File: config.mk
export PLATFORM = sky130hd
export DESIGN_NAME = iaf_neuron
export DESIGN_NICKNAME = d
export VERILOG_FILES = /design/src/rtl/iaf_neuron_pkg.sv /design/src/rtl/iaf_neuron_weighted_sum.sv /design/src/rtl/iaf_neuron.sv
export SDC_FILE = /design/constraint.sdc
export NUM_CORES = 1
export LEC_CHECK = 0
export BUFFER_PORTS_ARGS = -buffer_cell sky130_fd_sc_hd__buf_2
export CAP_MARGIN = 30
export CORE_UTILIZATION = 48
export CTS_BUF_LIST = sky130_fd_sc_hd__clkbuf_16
export CTS_CLUSTER_SIZE = 8
export DETAILED_ROUTE_END_ITERATION = 10
export GPL_TIMING_DRIVEN = 0
export PLACE_DENSITY = 0.77
export SLEW_MARGIN = 15
export SYNTH_ARGS = -nofsm -noshare
export SYNTH_HDL_FRONTEND = slang
export SYNTH_HIERARCHICAL = 1
export SYNTH_SLANG_ARGS = --single-unit
File: constraint.sdc
create_clock -name clk -period 1.7 [get_ports clk]
set_input_delay 0.255 -clock clk [delete_from_list [all_inputs] [get_ports clk]]
set_output_delay 0.255 -clock clk [all_outputs]
set_load 0.01 [all_outputs]
File: src/rtl/iaf_neuron_pkg.sv
// Shared definitions for the integrate-and-fire neuron.
// Holds the synaptic weight width and helpers that size the per-cycle
// increment and the saturation ceiling of the membrane potential.
package iaf_neuron_pkg;

  // Each synapse carries a two-bit weight {high, low}.
  localparam int unsigned WEIGHT_W   = 2;
  localparam int unsigned WEIGHT_MAX = 3;

  // Width needed to hold the largest possible increment, 3*inputs.
  function automatic int unsigned inc_width(input int unsigned inputs);
    return $clog2(WEIGHT_MAX * inputs + 1);
  endfunction

  // Largest value representable in a vw-bit membrane register.
  function automatic longint unsigned sat_max(input int unsigned vw);
    return (64'd1 << vw) - 64'd1;
  endfunction

endpackage

File: src/rtl/iaf_neuron_weighted_sum.sv
// iaf_weighted_sum: combinational weighted popcount.
// Ports:
//   weight_low_bits_i  - bit 0 of each synapse weight
//   weight_high_bits_i - bit 1 of each synapse weight
//   signals_i          - per-synapse activity this cycle
//   inc_o              - sum of weights over active synapses
module iaf_weighted_sum
  import iaf_neuron_pkg::*;
#(
  parameter int unsigned INPUTS = 5,
  localparam int unsigned IW = inc_width(INPUTS)
) (
  input  logic [INPUTS-1:0] weight_low_bits_i,
  input  logic [INPUTS-1:0] weight_high_bits_i,
  input  logic [INPUTS-1:0] signals_i,
  output logic [IW-1:0]     inc_o
);

  logic [IW-1:0] sum_s;

  // Accumulate the two-bit weight of every active synapse.
  always_comb begin
    sum_s = '0;
    for (int i = 0; i < int'(INPUTS); i++) begin
      if (signals_i[i]) begin
        sum_s = sum_s + IW'({weight_high_bits_i[i], weight_low_bits_i[i]});
      end else begin
        sum_s = sum_s;
      end
    end
  end

  assign inc_o = sum_s;

endmodule

File: src/rtl/iaf_neuron.sv
// iaf_neuron: integrate-and-fire neuron with saturating membrane potential.
// Ports:
//   clk              - rising-edge clock
//   rstb             - asynchronous active-low reset (clears vmem, spike, fired)
//   weight_low_bits  - bit 0 of each synapse weight
//   weight_high_bits - bit 1 of each synapse weight
//   signals          - per-synapse activity this cycle
//   trig             - integrate enable
//   re               - read / fire-evaluate enable
//   spike            - registered: re & (vmem >= VT) from the previous edge
//   fired            - sticky: set whenever spike is produced, cleared by reset
module iaf_neuron
  import iaf_neuron_pkg::*;
#(
  parameter int unsigned INPUTS = 5,
  parameter int unsigned VT     = 5,
  parameter int unsigned VW     = 8
) (
  input  logic              clk,
  input  logic              rstb,
  input  logic [INPUTS-1:0] weight_low_bits,
  input  logic [INPUTS-1:0] weight_high_bits,
  input  logic [INPUTS-1:0] signals,
  input  logic              trig,
  input  logic              re,
  output logic              spike,
  output logic              fired
);

  localparam int unsigned IW = inc_width(INPUTS);
  // Sum width wide enough for either operand plus a carry bit.
  localparam int unsigned SW = ((VW > IW) ? VW : IW) + 1;
  localparam logic [VW-1:0] VMAX = VW'(sat_max(VW));
  localparam logic [VW-1:0] VT_V = VW'(VT);

  logic [IW-1:0] inc_s;
  logic [SW-1:0] sum_s;
  logic [VW-1:0] vmem_d;
  logic [VW-1:0] vmem_q;
  logic          fire_s;
  logic          spike_q;
  logic          fired_q;

  iaf_weighted_sum #(
    .INPUTS (INPUTS)
  ) u_weighted_sum (
    .weight_low_bits_i  (weight_low_bits),
    .weight_high_bits_i (weight_high_bits),
    .signals_i          (signals),
    .inc_o              (inc_s)
  );

  // Saturating integrate: clamp at VMAX instead of wrapping.
  always_comb begin
    sum_s  = SW'(vmem_q) + SW'(inc_s);
    vmem_d = vmem_q;
    if (trig) begin
      if (sum_s > SW'(VMAX)) begin
        vmem_d = VMAX;
      end else begin
        vmem_d = sum_s[VW-1:0];
      end
    end else begin
      vmem_d = vmem_q;
    end
  end

  // Fire decision uses the pre-edge potential, so a same-cycle integrate
  // only becomes visible to the next read.
  assign fire_s = re & (vmem_q >= VT_V);

  // Membrane, spike and sticky fired registers.
  always_ff @(posedge clk or negedge rstb) begin
    if (!rstb) begin
      vmem_q  <= '0;
      spike_q <= 1'b0;
      fired_q <= 1'b0;
    end else begin
      vmem_q  <= vmem_d;
      spike_q <= fire_s;
      fired_q <= fired_q | fire_s;
    end
  end

  assign spike = spike_q;
  assign fired = fired_q;

endmodule

# Word-level counts from Yosys, hierarchy flattened
# Index checks and enable logic that the tools add are counted.
# word_totals
in_bits	19
output_inout_bits	2
register_bits	10
wordCells	18
# classes
bitwise	2
addsub	5
muxes	6
order_cmp	2
# op_table
op	count
$mux 4	4
$add 4x2->4	3
$add 8x4->9	1
$gt 9x8->1 const B	1
$ge 8x3->1 const B	1
$mux 8	1
$add 2x2->3	1
$mux 2	1
$and 1x1->1	1
$or 1x1->1	1

# Logic depth before layout (Yosys ltp)
# Gate-level depths: netlist of run 1.
# logic_depth
depth_word	12
depth_mapped	22
mapped_depth_nobuf	22

# Cells and area by module
# Netlist of run 1, hierarchy kept.
# by_module_without_submodules
module	area_per_inst_um2	cells_per_inst	n_inst	seq_area_each_um2
iaf_neuron	588.1	55	1	250.2
iaf_weighted_sum	424.2	47	1	0.0

# Worst setup path before layout of run 1
# OpenSTA, ideal clock, no wires.
# synth_timing
path_type	in2reg
start	in weight_low_bits[0]
end	reg vmem_q[7]
slack_ns	-3.358
setup_ns	0.127
required_ns	1.573
path_buffers	0
stages	22
t_arrival_ns	4.931
path_cell_list	and2_4 ha_1 fa_1 nand2_1 o21ai_1 inv_1 fa_1 nand2_1 o21a_1 fa_1 mux2_2 ha_1 a21o_1 nand2_1 mux2_1 o211ai_1 xor2_1 ha_1 and3_2 a221o_1 nand4_1 mux2_1
# synth_via
elab_chain_cells	12
# synth_rtl
element	line_no	rtl
from (decl)	iaf_neuron.sv:21	input logic [INPUTS-1:0] weight_low_bits,
$mux 2 (*)	iaf_neuron_weighted_sum.sv:25	if (signals_i[i]) begin
$add 2x2->3	iaf_neuron_weighted_sum.sv:26	sum_s = sum_s + IW'({weight_high_bits_i[i], weight_low_bits_i[i]});
$mux 4 (*)	iaf_neuron_weighted_sum.sv:25	
$add 4x2->4	iaf_neuron_weighted_sum.sv:26	
$mux 4 (*)	iaf_neuron_weighted_sum.sv:25	
$add 4x2->4	iaf_neuron_weighted_sum.sv:26	
$mux 4 (*)	iaf_neuron_weighted_sum.sv:25	
$add 4x2->4	iaf_neuron_weighted_sum.sv:26	
$mux 4 (*)	iaf_neuron_weighted_sum.sv:25	
net inc_s[3]	iaf_neuron.sv:36	logic [IW-1:0] inc_s;
$add 8x4->9 (*)	iaf_neuron.sv:55	sum_s = SW'(vmem_q) + SW'(inc_s);
$gt 9x8->1	iaf_neuron.sv:58	if (sum_s > SW'(VMAX)) begin
$mux 8 (*)	iaf_neuron.sv:58	
to (signal assigned)	iaf_neuron.sv:79	vmem_q <= vmem_d;
to (decl)	iaf_neuron.sv:39	logic [VW-1:0] vmem_q;
# The timed path passes the listed nets; every way through them passes the cells marked *.
# A chain may end at the register's enable or synchronous reset.

# Worst setup path after layout of run 1
# Same ends and word-level chain as after synthesis.

==> results of run 1 <==
-- layout by cell type, fill, tap and decap left out, types with 2 or more instances in the layout --
| master | instances |
|---|---|
| buf_4 | 8 |
| nor2_1 | 2 |
| o211ai_1 | 2 |
| inv_1 | 6 |
| mux2_4 | 7 |
| nand3_1 | 2 |
| ha_4 | 2 |
| mux2i_1 | 2 |
| clkbuf_16 | 3 |
| xnor2_1 | 5 |
| a21o_1 | 2 |
| and4_1 | 2 |
| a21oi_1 | 4 |
| nand2_1 | 12 |
| nand2_2 | 3 |
| nand4_1 | 2 |
| dfrtp_1 | 10 |
| ha_1 | 9 |
| buf_6 | 6 |
| buf_2 | 18 |
| fa_1 | 4 |
| a211o_1 | 2 |
| o21ai_0 | 2 |
| mux2_2 | 3 |
-- logic make-up after synthesis --
| kind of cell | after synthesis |
|---|---|
| buf+inv | 7 |
| compound gates | 20 |
| mux | 12 |
| fa+ha+maj | 16 |
| flops | 10 |
| simple gates | 31 |
| xor+xnor | 6 |
-- area by class of cell --
class	count	share of cell area [%]
Clock buffer	3	5.29
Inverter	6	1.59
Timing Repair Buffer	32	15.2
Tap cell	27	2.38
Clock inverter	1	0.264
Buffer	1	0.793
Multi-Input combinational cell	85	56.8
Sequential cell	10	17.6
-- how the worst min path moves through the flow --
stage,start,endpoint,slack [ns],cells after the start
after floorplan,rstb,fired,-0.04,0
after global routing,re,spike,0.27,3
after detailed placement,rstb,fired,0.13,1
after CTS,re,spike,0.25,3
final,re,spike,0.25,3
after global placement,rstb,fired,0.12,1
-- power groups by stage --
stage / combinational [mW] / sequential (mW) / clock (mW)
CTS: 0.913 / 0.451 / 0.427
global route: 1.15 / 0.485 / 0.438
detailed placement: 0.788 / 0.452 / 0
finish: 1.02 / 0.463 / 0.426
floorplan: 0.627 / 0.429 / 0
global placement: 0.748 / 0.449 / 0
-- flip-flops by register name, summed over array words and instances, names as in the netlist --
| signal | cells |
|---|---|
| fired | 1 |
| spike | 1 |
| vmem_q | 8 |
-- worst min-delay path, delay by kind of cell --
kind / cells / cell delay (ns)
AO/OA/AOI/OAI: 1 / 0.04
buffers and inverters: 2 / 0.14
-- per-stage QoR --
| stage | util (%) | power [mW] | worst slack, ns | TNS, ns |
|---|---|---|---|---|
| after floorplan | - | 1.06 | -3.25 | -23.48 |
| after global placement | 60.0 | 1.20 | -3.53 | -26.00 |
| after detailed placement | 60.0 | 1.24 | -3.60 | -26.52 |
| after CTS | 69.2 | 1.79 | -3.19 | -24.18 |
| after global routing | 71.7 | 2.08 | -3.43 | -25.93 |
| final | 71.7 | 1.91 | -3.22 | -24.22 |
-- layer usage --
metal,GRT usage [%],vias to the layer above,routed length [microns]
li1,-,440,-
met1,23.9,406,946
met2,29.5,20,1010
met3,5.66,3,87
met4,3.33,0,13
met5,0,-,0
-- what timing repair did --
item	4_1_cts	5_1_grt
resized for setup	8	6
hold buffers	1	0
setup buffers	7	4
endpoints found under the hold margin	10	0
pin swaps	14	0
setup endpoints to repair	8	8
==> results.md, run 1 <==
* Most common library cells after synthesis: nand2_1 (15), ha_1 (11), dfrtp_1 (10), inv_1 (6)
* Post-Layout Inst Area at 1420 sq um
* Floorplan core area at 1980 sq um
* Number of fill cells at 140
* Die Height at 47.9 microns
* Worst-Skew Late Latency at 0.24 ns
* Switching pwr at 0.690 mW
* CP top delay family: adder cells
* #FFs+latches synth at 10
* Drt drc at 0
* Synth warn at 6
* Worst reg2reg path depth at 5
* Post-DP Area at 1190 sq um
* EDFF count, synth at 0
* Initial antenna violation count at 0
* Max rail drop VDD at 918 uV
* WP buf/inv at 2
* Worst-path maximum fanout at 3
* Post-Route WL at 2060 microns
* Largest area contributor in the netlist: dfrtp_1
* Starting Density at 51.1%
* Area share of the largest cell type after synthesis at 24.7%
* Crit path max-delay cell type: fa_1
* Slowest cell delay on critical path at 0.47 ns
* Final hold viol count at 0
* Critical path class: in -> reg
* Clock tree from TritonCTS: done
* Post-Place Cells at 149
* Post-DRT Antenna Nets at 0
* Row cnt at 16
* Worst r2r dst: vmem_q[4]
* WP depth at 23
* Final setup fails at 8
* Nets at 174
* Largest family of logic cells by synthesized area: adder cells
* Port buffer count at 20
* Reg area at 250 sq um
* Post-synthesis simple-gate area fraction at 15.8%
* Launching point of the worst reg2reg path: vmem_q[0]
* Multi-input gate area at 807 sq um
* Yosys cell types at 35
* DR vias/cell at 5.27
* Io pins at 21
* Worst-case clock buffer depth at 2
* Final worst slack at -3.22 ns
* Most numerous cell in the Yosys netlist: nand2_1
* Clk root buf: clkbuf_16
* Leak at 0.694 nW
* Post-synth ARST share at 100%
* Router iterations before antenna repair at 4
* Post-synthesis compound-gate area fraction at 13.2%
* Worst slew margin at 71.9%
* Post-DP HPWL at 1470 microns
* Area delta synth->final at 40.3%
* Mean routed wirelength per cell at 12.5 microns
* Vias at 869
* Initial DRC count at 13
* R2R setup slack at -0.24 ns
* Fin cells at 165
* Fin crit period at 4.92 ns
* Fin Hold WS at 0.245 ns
* Die width at 47.9 microns
* Layout cells sized above 1 at 42.0%
* Setup Skew at 0.00172 ns
* Die area at 2300 sq um
* H-tree Lvls at 1
* Cells after Synth at 102
* Mux share of post-synthesis cell area at 14.2%
* Critical path arrival at 5.04 ns
* GPL Wtd Cong at 0.766
* Achievable frequency at 0.203 GHz
* Status: complete, but fails checks
* Failing checks: negative setup slack
* Sw Share at 36.1%
* Worst EP required at 1.82 ns
* Gate power share at 53.4%
* CP Capture Point: vmem_q[7]
* Largest net degree at the start of global routing at 11
* Pwr/cell area at 1340 nW/um^2
* Total gr overflow at 0
* Critical Path Sink Type: flip-flop
* Clk pwr share at 22.3%
* Synthesized cell area at 1010 sq um
* Area share of xor/xnor cells in the synthesized design at 5.19%
* TritonCTS Sinks at 10
* Synth Area in Adders at 23.5%
* Critical Path Source: weight_low_bits[0]
* First-pass GRT wire length at 2940 microns
* Fin crit share at 289%
* Crit start category: input port
* Synthesized net count at 137
* Worst slew pin tran at 0.419 ns
* Hold crit path type: in -> reg
* Vias in the first global route at 750
* Max_cap viols at 0
* Antenna diodes at 0
* Main synth FF type: dfrtp_1
* Flop pwr share at 24.3%
* Int Pwr at 1.22 mW
* Clk slew on worst S/H paths at 0.04 ns
* Max Slew Vio Count at 0
* Post-synthesis sequential area ratio at 24.7%
* Total CTS buffers at 3
* Total GRT Usage at 18.1%
* Crit-path cells: buf_6 -> and2_4 -> ha_4 -> fa_1 -> nand2_1 -> o21ai_2 -> inv_1 -> fa_1 -> nand2_1 -> o21a_1 -> fa_1 -> mux2_4 -> ha_4 -> a21o_1 -> nand2_1 -> mux2_4 -> o211ai_1 -> xor2_1 -> ha_1 -> and3_4 -> a221o_1 -> nand4_1 -> mux2_4
* Area contributors post-synth: dfrtp_1 (25%), ha_1 (14%), fa_1 (9.9%)
* Syn avg cell area at 9.92 sq um
* RSZ-0062 raised after global routing: true
(Power assumes the default switching activity.)
==> run 2: changes to the inputs <==
- PLACE_DENSITY: 0.77 -> 0.74
==> run 2 against run 1 <==
  * The run still ends with negative setup slack left
  * Flip-flop and latch count stayed put
  * Clock skew hardly changed
  * Cell count is 0.61% lower
  * Non-clock buffer count is 1 lower
  * First-iteration DRC count is 15% higher
  * Via count is 4.3% higher
  * Critical path type unchanged
  * Critical endpoint unchanged
  * Largest power group unchanged
  * Highest routed layer unchanged
==> results.md, run 2 (same netlist as run 1, synthesis figures left out) <==
* Leak at 0.682 nW (-1.6%)
* Io pins at 21 (unchanged)
* Layout cells sized above 1 at 39.4% (-2.6 points)
* Antenna diodes at 0 (unchanged)
* Crit start category: input port
* Failing checks: negative setup slack
* Fin cells at 164 (-0.61%)
* Router iterations before antenna repair at 4 (unchanged)
* Worst slew pin tran at 0.416 ns (-0.00266 ns)
* CP top delay family: adder cells
* Worst-case clock buffer depth at 2 (unchanged)
* Clock tree from TritonCTS: done
* Hold crit path type: in -> reg
* Fin crit share at 292% (+2.5 points)
* Mean routed wirelength per cell at 13.3 microns (+6.4%)
* Status: complete, but fails checks
* Die Height at 47.9 microns (unchanged)
* Worst reg2reg path depth at 5 (unchanged)
* Final hold viol count at 0 (unchanged)
* Vias at 906 (+4.3%)
* Core Util, Final at 70.3% (-1.3 points)
* Final worst slack at -3.26 ns (-0.0427 ns)
* Critical path class: in -> reg
* Post-Place Cells at 149 (unchanged)
* Slowest cell delay on critical path at 0.49 ns (+0.02 ns)
* GPL Wtd Cong at 0.749 (-2.2%)
* Max reg flops at 8 (unchanged)
* Multi-input gate area at 796 sq um (-1.4%)
* Reg area at 250 sq um (unchanged)
* Vias in the first global route at 782 (+4.3%)
* Final setup fails at 8 (unchanged)
* H-tree Lvls at 1 (unchanged)
* Largest Register: vmem_q
* TritonCTS Sinks at 10 (unchanged)
* Die area at 2300 sq um (unchanged)
* Starting Density at 51.1% (unchanged)
* Worst-Skew Late Latency at 0.24 ns (about the same)
* First-pass GRT wire length at 3280 microns (+12%)
* RSZ-0062 raised after global routing: true
* WHS Path Cells at 3 (unchanged)
* Worst EP required at 1.82 ns (about the same)
* Post-DP Area at 1190 sq um (unchanged)
* Max rail drop VDD at 981 uV (+6.9%)
* Nets at 173 (-0.57%)
* Most frequent cells in the layout: buf_2 (18), nand2_1 (15), dfrtp_1 (10)
* Crit path max-delay cell type: fa_1
* Floorplan core area at 1980 sq um (unchanged)
* Largest net degree at the start of global routing at 11 (unchanged)
* WP depth at 23 (unchanged)
* Port buffer count at 20 (unchanged)
* Final TNS setup at -24.65 ns (-0.426 ns)
* DR vias/cell at 5.52 (+4.9%)
* Most common cell after layout, fill and taps aside: buf_2
* Critical Path Sink Type: flip-flop
* Total CTS buffers at 3 (unchanged)
* WP buf/inv at 2 (unchanged)
* Row cnt at 16 (unchanged)
* Max_cap viols at 0 (unchanged)
* Worst slew margin at 72.1% (+0.18 points)
* Post-DRT Antenna Nets at 0 (unchanged)
* Total GRT Usage at 20.6% (+2.5 points)
* Number of fill cells at 160 (+14%)
* Post-Route WL at 2180 microns (+5.8%)
* Post-Layout Inst Area at 1390 sq um (-1.8%)
* Clk slew on worst S/H paths at 0.04 ns (about the same)
* Initial antenna violation count at 0 (unchanged)
* Area delta synth->final at 37.7%
* Fin crit period at 4.96 ns (+0.0427 ns)
* Pwr/cell area at 1300 nW/um^2 (-3.3%)
* Clk root buf: clkbuf_16
* Setup Skew at 0.00164 ns (-0.0000741 ns)
* Fin Hold WS at 0.238 ns (-0.00701 ns)
* Die width at 47.9 microns (unchanged)
* Max Slew Vio Count at 0 (unchanged)
* Total gr overflow at 0 (unchanged)
* Drt drc at 0 (unchanged)
* Achievable frequency at 0.202 GHz (-0.86%)
* Worst-path maximum fanout at 3 (unchanged)
* Initial DRC count at 15 (+2)
* Crit-path cells: buf_6 -> and2_4 -> ha_4 -> fa_1 -> nand2_1 -> o21ai_2 -> inv_1 -> fa_1 -> nand2_1 -> o21a_1 -> fa_1 -> mux2_4 -> ha_4 -> a21o_1 -> nand2_1 -> mux2_4 -> o211ai_1 -> xor2_1 -> ha_1 -> and3_4 -> a221o_1 -> nand4_1 -> mux2_4
* Post-DP HPWL at 1590 microns (+8.1%)
* Critical path arrival at 5.08 ns (+0.04 ns)
run 2: changes by cell type in the layout (fill, tap and decap cells not counted):
cell / delta
buf_4: +1
mux2_4: -1
nand2_1: +3
buf_6: -2
nand2_2: -3
mux2_2: +1
run 2: metal layers:
metal | part of all wire (%) | wire length [microns] | vias to the layer above | global-route usage, %
li1 | - | - | 437 | -
met4 | 1.4 | 31 | 0 | 5.00
met1 | 45 | 973 | 443 | 26.7
met5 | 0 | 0 | - | 0
met3 | 2.7 | 59 | 4 | 5.66
met2 | 51 | 1110 | 22 | 34.1
run 2: through the flow:
stage               setup slack [ns]  total power, mW
finish                         -3.26             1.81
global route                   -3.45             1.97
CTS                            -3.25             1.79
detailed placement             -3.69             1.26
global placement               -3.54             1.20
floorplan                      -3.25             1.06
run 2: final timing paths:
path / from / to / slack (ns)
max in group asynchronous: rstb / vmem_q[3] / 1.09
max reg2reg: vmem_q[0] / vmem_q[4] / -0.29
min in group asynchronous: rstb / vmem_q[0] / 0.42
min reg2reg: fired / fired / 0.48
max: weight_low_bits[0] / vmem_q[7] / -3.26
min: re / spike / 0.24
run 2: power by group:
| part | switching [mW] | internal, mW |
|---|---|---|
| combinational | 0.436 | 0.492 |
| clock | 0.112 | 0.308 |
| sequential | 0.123 | 0.340 |
| total | 0.671 | 1.14 |
run 2: what timing repair did:
| action | 4_1_cts | 5_1_grt |
|---|---|---|
| pin swaps | 11 | 6 |
| resized for setup | 6 | 2 |
| buffers inserted | 10 | 0 |
| hold buffers | 1 | 0 |
| endpoints found under the setup margin | 8 | 8 |
| hold endpoints to repair | 10 | 0 |
run 2: final cells by class:
type                            instances  area share, %
Multi-Input combinational cell         85           57.1
Sequential cell                        10           18.0
Timing Repair Buffer                   31           14.5
Clock buffer                            3           5.39
Tap cell                               27           2.42
Inverter                                6           1.62
Buffer                                  1          0.808
Clock inverter                          1          0.269
run 2: worst register-to-register path: cells and delay by family, from the launching register on:
family / cells / cell delay [ns]
mux: 1 / 0.37
fa+ha+maj: 2 / 0.59
flops: 1 / 0.39
compound gates: 2 / 0.52
